**config.mk**
```make
export PLATFORM = sky130hd
export DESIGN_NAME = mux_rr_stream
export DESIGN_NICKNAME = d
export VERILOG_FILES = /design/src/rtl/mux_rr_pkg.sv /design/src/rtl/rr_arbiter.sv /design/src/rtl/mux_rr_stream.sv
export SDC_FILE = /design/constraint.sdc
export NUM_CORES = 1
export LEC_CHECK = 0
export ABC_AREA = 1
export CORE_MARGIN = 5
export CORE_UTILIZATION = 25
export DETAILED_ROUTE_END_ITERATION = 6
export SYNTH_ARGS = -nofsm -noshare
export SYNTH_HDL_FRONTEND = slang
export SYNTH_SLANG_ARGS = --single-unit
```
**constraint.sdc**
```tcl
create_clock -name clk -period 4.4 [get_ports clk]
set_input_delay 0.66 -clock clk [delete_from_list [all_inputs] [get_ports clk]]
set_output_delay 0.66 -clock clk [all_outputs]
set_load 0.03 [all_outputs]
```
**src/rtl/mux_rr_pkg.sv**
```systemverilog
// Shared constants for the round-robin / fixed-select stream multiplexer.
package mux_rr_pkg;

    localparam logic MODE_FIXED = 1'b0;
    localparam logic MODE_RR    = 1'b1;

    // Channel-index width, never narrower than one bit.
    function automatic int unsigned sel_width(input int unsigned n);
        return (n <= 2) ? 1 : $clog2(n);
    endfunction

endpackage

```
**src/rtl/rr_arbiter.sv**
```systemverilog
// Rotating-priority grant: first requester above last_grant, wrapping at N-1.
module rr_arbiter
    import mux_rr_pkg::*;
#(
    parameter  int unsigned N     = 4,
    localparam int unsigned SEL_W = sel_width(N)
) (
    input  logic [N-1:0]     req,
    input  logic [SEL_W-1:0] last_grant,
    output logic             grant_valid,
    output logic [SEL_W-1:0] grant
);

    int unsigned idx;

    always_comb begin
        grant_valid = 1'b0;
        grant       = '0;
        idx         = 0;
        for (int unsigned k = 1; k <= N; k++) begin
            idx = (32'(last_grant) + k) % N;
            if (!grant_valid && req[idx[SEL_W-1:0]]) begin
                grant_valid = 1'b1;
                grant       = SEL_W'(idx);
            end
        end
    end

endmodule

```
**src/rtl/mux_rr_stream.sv**
```systemverilog
// N-to-1 stream multiplexer with fixed or round-robin channel selection
// and a single registered output stage.
module mux_rr_stream
    import mux_rr_pkg::*;
#(
    parameter  int unsigned N     = 4,
    parameter  int unsigned WIDTH = 8,
    localparam int unsigned SEL_W = sel_width(N)
) (
    input  logic                 clk,
    input  logic                 rst_n,
    input  logic                 mode,
    input  logic [SEL_W-1:0]     sel,
    input  logic [N-1:0]         in_valid,
    input  logic [N*WIDTH-1:0]   in_data,
    output logic [N-1:0]         in_ready,
    output logic                 out_valid,
    output logic [WIDTH-1:0]     out_data,
    output logic [SEL_W-1:0]     out_ch,
    input  logic                 out_ready
);

    logic [SEL_W-1:0] last_grant;
    logic [SEL_W-1:0] rr_grant;
    logic             rr_valid;
    logic [SEL_W-1:0] grant;
    logic             grant_valid;
    logic             load_en;
    logic [WIDTH-1:0] grant_data;

    rr_arbiter #(.N(N)) u_arb (
        .req         (in_valid),
        .last_grant  (last_grant),
        .grant_valid (rr_valid),
        .grant       (rr_grant)
    );

    // Grant selection; an out-of-range sel in fixed mode matches no channel.
    always_comb begin
        grant_valid = 1'b0;
        grant       = '0;
        if (mode == MODE_RR) begin
            grant_valid = rr_valid;
            grant       = rr_grant;
        end else begin
            for (int unsigned i = 0; i < N; i++) begin
                if (32'(sel) == i && in_valid[i]) begin
                    grant_valid = 1'b1;
                    grant       = SEL_W'(i);
                end
            end
        end
    end

    // Holding reset keeps in_ready low even though the output stage is empty.
    always_comb begin
        load_en    = rst_n && (!out_valid || out_ready);
        in_ready   = '0;
        grant_data = '0;
        for (int unsigned i = 0; i < N; i++) begin
            if (32'(grant) == i) begin
                grant_data = in_data[i*WIDTH +: WIDTH];
            end
            in_ready[i] = load_en && grant_valid && (32'(grant) == i);
        end
    end

    always_ff @(posedge clk or negedge rst_n) begin
        if (!rst_n) begin
            out_valid  <= 1'b0;
            out_data   <= '0;
            out_ch     <= '0;
            last_grant <= SEL_W'(N - 1);
        end else if (load_en && grant_valid) begin
            out_valid  <= 1'b1;
            out_data   <= grant_data;
            out_ch     <= grant;
            last_grant <= grant;
        end else if (out_valid && out_ready) begin
            out_valid  <= 1'b0;
        end
    end

endmodule

```
==> flow_metrics.py, run 1 <==
metrics = {
    "global_route": {
        "grt_usage_pct": 10.6,
        "antenna_found_initial": 0,
        "grt_pass1_wl_mm": 5.52,
        "globalRouteOverflowTotal": 0,
        "grt_pass1_vias": 1267,
        "grt_max_degree": 17,
    },
    "die": {
        "die_w_um": 79.9,
        "die_h_um": 79.9,
        "die_area_um2": 6380,
        "core_area_um2": 4720,
        "io_pins": 57,
        "initial_core_util_pct": 25.9,
        "rows": 25,
    },
    "clocking": {
        "clk_pin_slew_ns": 0.06,
        "clk_path_buf_depth": 2,
        "post_cts.repair.setup_buffers": 0,
        "clkLatencyLatePin_ns": 0.24,
        "cts-resized-gates": 0,
        "htreeDepth": 1,
        "holdBufCountCts": 0,
        "cts_tree": "done",
        "cts_buffers": 3,
        "root_buffer": "clkbuf_8",
        "cts.sinks": 13,
    },
    "detailed_routing": {
        "wl_met1_mm": 1.66,
        "wl_met2_mm": 1.70,
        "postRouteAntennaNets": 0,
        "routedWlPerCell_um": 11.1,
        "dr.pass1.iters": 4,
        "top_layer": "met4",
        "wl_met3_um": 124,
        "avgViaCountPerCell": 4.25,
        "post-route-drc-count": 0,
        "vias": 1342,
        "wl_mm": 3.52,
        "first_iter_violations": 49,
    },
    "worst_hold_path": {
        "hold_path_end": "out_ch[0]",
        "hold_path.startpoint": "out_ch[0]",
        "whs_path_depth": 2,
        "hold_path_class": "flop to flop",
    },
    "sta": {
        "tightestPinTransition_ns": 0.445,
        "tns_ns": 0,
        "fmax_mhz": 259,
        "hold_ws_ns": 0.485,
        "fin_crit_ns": 3.86,
        "setup_viol": 0,
        "finalCritPeriodShare_pct": 87.6,
        "final_hold_viol_count": 0,
        "fin_skew_ns": 0.000476,
        "slew_headroom_pct": 70.2,
        "maxSlewViolCount": 0,
        "rsz0062_at_grt": "no",
    },
    "worst_setup_path": {
        "crit_slowest_cell": "clkdlybuf4s50_1",
        "crit_path_frequent_cell": "nand2_2",
        "crit_path_cell_trace": "clkdlybuf4s50_1 -> nand2_1 -> nand2_2 -> nand2_1 -> nand2_2 -> nor2_2 -> nand3_2 -> nand2_2 -> a21boi_2 -> nand2_2 -> inv_2 -> nand2_1 -> nor2_1 -> clkdlybuf4s50_1",
        "critPathLaunchType": "input pin",
        "reg2regPathDepth": 15,
        "r2r_setup_slack_ns": 2.19,
        "cp.required_ns": 3.74,
        "timing.rr.start": "last_grant[0]",
        "cpLargestDelayFamily": "buffers and inverters",
        "crit_buf_inv": 3,
        "slowest_delay_ns": 0.68,
        "timing.critical_path.fanout_max": 13,
        "path_class": "input pin to output pin",
        "r2r-end": "out_data[2]",
        "cp-end-kind": "output pin",
        "crit_arrival_ns": 3.20,
    },
    "pwr": {
        "ir_drop_mv": 0.171,
        "powerDensity_nw_per_um2": 605,
        "p_leak_nw": 0.911,
        "power.total_mw": 1.13,
    },
    "cells_and_area": {
        "syn_to_final_growth_pct": 52.4,
        "fillers": 506,
        "final_common_cell": "nand2_1",
        "antenna_cells": 0,
        "fin_util_pct": 39.4,
        "layout-drive-gt1-share_pct": 13.7,
        "fin_cells": 316,
        "final_nets": 292,
        "final_cell_mix": "nand2_1, clkdlybuf4s50_1, inv_1",
    },
    "logic_synthesis": {
        "synth_cell_types": 26,
        "synth_area_um2": 1220,
        "synth_fp_nets": 236,
        "avgSynthCellArea_um2": 6.29,
        "yosysWarnings": 0,
        "synthCells": 194,
        "synth-seq-cells": 13,
        "ys_seq_area_share_pct": 26.8,
    },
    "outcome": {
        "status": "finished clean",
    },
    "placed_design": {
        "port_buffers": 56,
        "gp_congestion": 0.796,
        "placed_cells": 312,
        "place_hpwl_mm": 2.91,
    },
    "flow_run": {
        "cap_viol_max_count": 0,
    },
}
==> worst max path at each step <==
| stage | from | endpoint | slack (ns) | cells after the start |
|---|---|---|---|---|
| 3_3_place_gp | in_valid[0] | in_ready[2] | 0.55 | 14 |
| 6_report | in_valid[2] | in_ready[2] | 0.54 | 14 |
| 2_1_floorplan | in_valid[1] | in_ready[0] | 1.56 | 11 |
| 5_1_grt | in_valid[1] | in_ready[2] | 0.34 | 14 |
| 3_5_place_dp | in_valid[0] | in_ready[2] | 0.53 | 14 |
| 4_1_cts | in_valid[0] | in_ready[2] | 0.53 | 14 |
==> routing by layer <==
layer  vias to the layer above  global-route usage [%]
li1                        717                       -
met1                       593                    14.6
met2                        30                    17.5
met3                         2                   0.790
met4                         0                    3.72
met5                         -                       0
==> through the flow <==
step | instance area [um2] | setup WS [ns]
CTS | 1860 | 0.527
floorplan | 1220 | 1.56
global placement | 1820 | 0.550
global route | 1860 | 0.336
finish | 1860 | 0.545
detailed placement | 1820 | 0.533
==> synth_stat cells (all sizes together) <==
library cell,instances,area share [%]
nand3,20,8.6
buf,6,4.7
inv,27,8.7
o21ai,15,6.5
dfstp,2,4.3
nand2,90,32
o21bai,1,1.5
dfrtp,11,23
nor2,12,5.9
a21oi,2,0.82
nand3b,1,0.61
nor3,3,1.2
nand4,3,1.5
a21boi,1,0.92
==> tightest hold or removal path: cells and delay by family (launching register included) <==
family	cells	cell delay [ns]
flip-flops	1	0.35
AND/OR/NAND/NOR	2	0.10
==> cells by family (layout without fill, tap and decap cells) <==
group	count (synthesis)	after routing	share of synthesized area [%]
DFF	13	13	26.8
AOI/OAI and AO/OA	19	19	9.73
and+or+nand+nor	129	129	50.0
buffers and inverters	33	88	13.4
==> registers in the layout, indices dropped and copies added, names as in the netlist <==
name and cells:
last_grant 2, out_ch 2, out_data 8, out_valid 1
==> power by group <==
part / total [mW] / switching [mW] / leakage [nW] / internal (mW)
clock network: 0.108 / 0.0440 / 0.0228 / 0.0640
logic: 0.786 / 0.494 / 0.731 / 0.292
registers: 0.232 / 0.0511 / 0.158 / 0.181
total: 1.13 / 0.589 / 0.911 / 0.537
==> final cells by class <==
class	count	area (um2)	area share (%)
Inverter	27	106	5.72
Timing Repair Buffer	57	568	30.5
Clock buffer	4	45.0	2.42
Sequential cell	13	328	17.6
Multi-Input combinational cell	148	729	39.2
Tap cell	67	83.8	4.51
Power figures use the tool's default switching activity.
==> run 2, diff against run 1 <==
--- a/config.mk
+++ b/config.mk
@@ -8,6 +8,7 @@
 export ABC_AREA = 1
 export CORE_MARGIN = 5
 export CORE_UTILIZATION = 25
+export CTS_CLUSTER_DIAMETER = 80
 export DETAILED_ROUTE_END_ITERATION = 6
 export SYNTH_ARGS = -nofsm -noshare
 export SYNTH_HDL_FRONTEND = slang
==> results of run 2 <==
No change in the layout: final DEF, timing and power equal those of run 1.
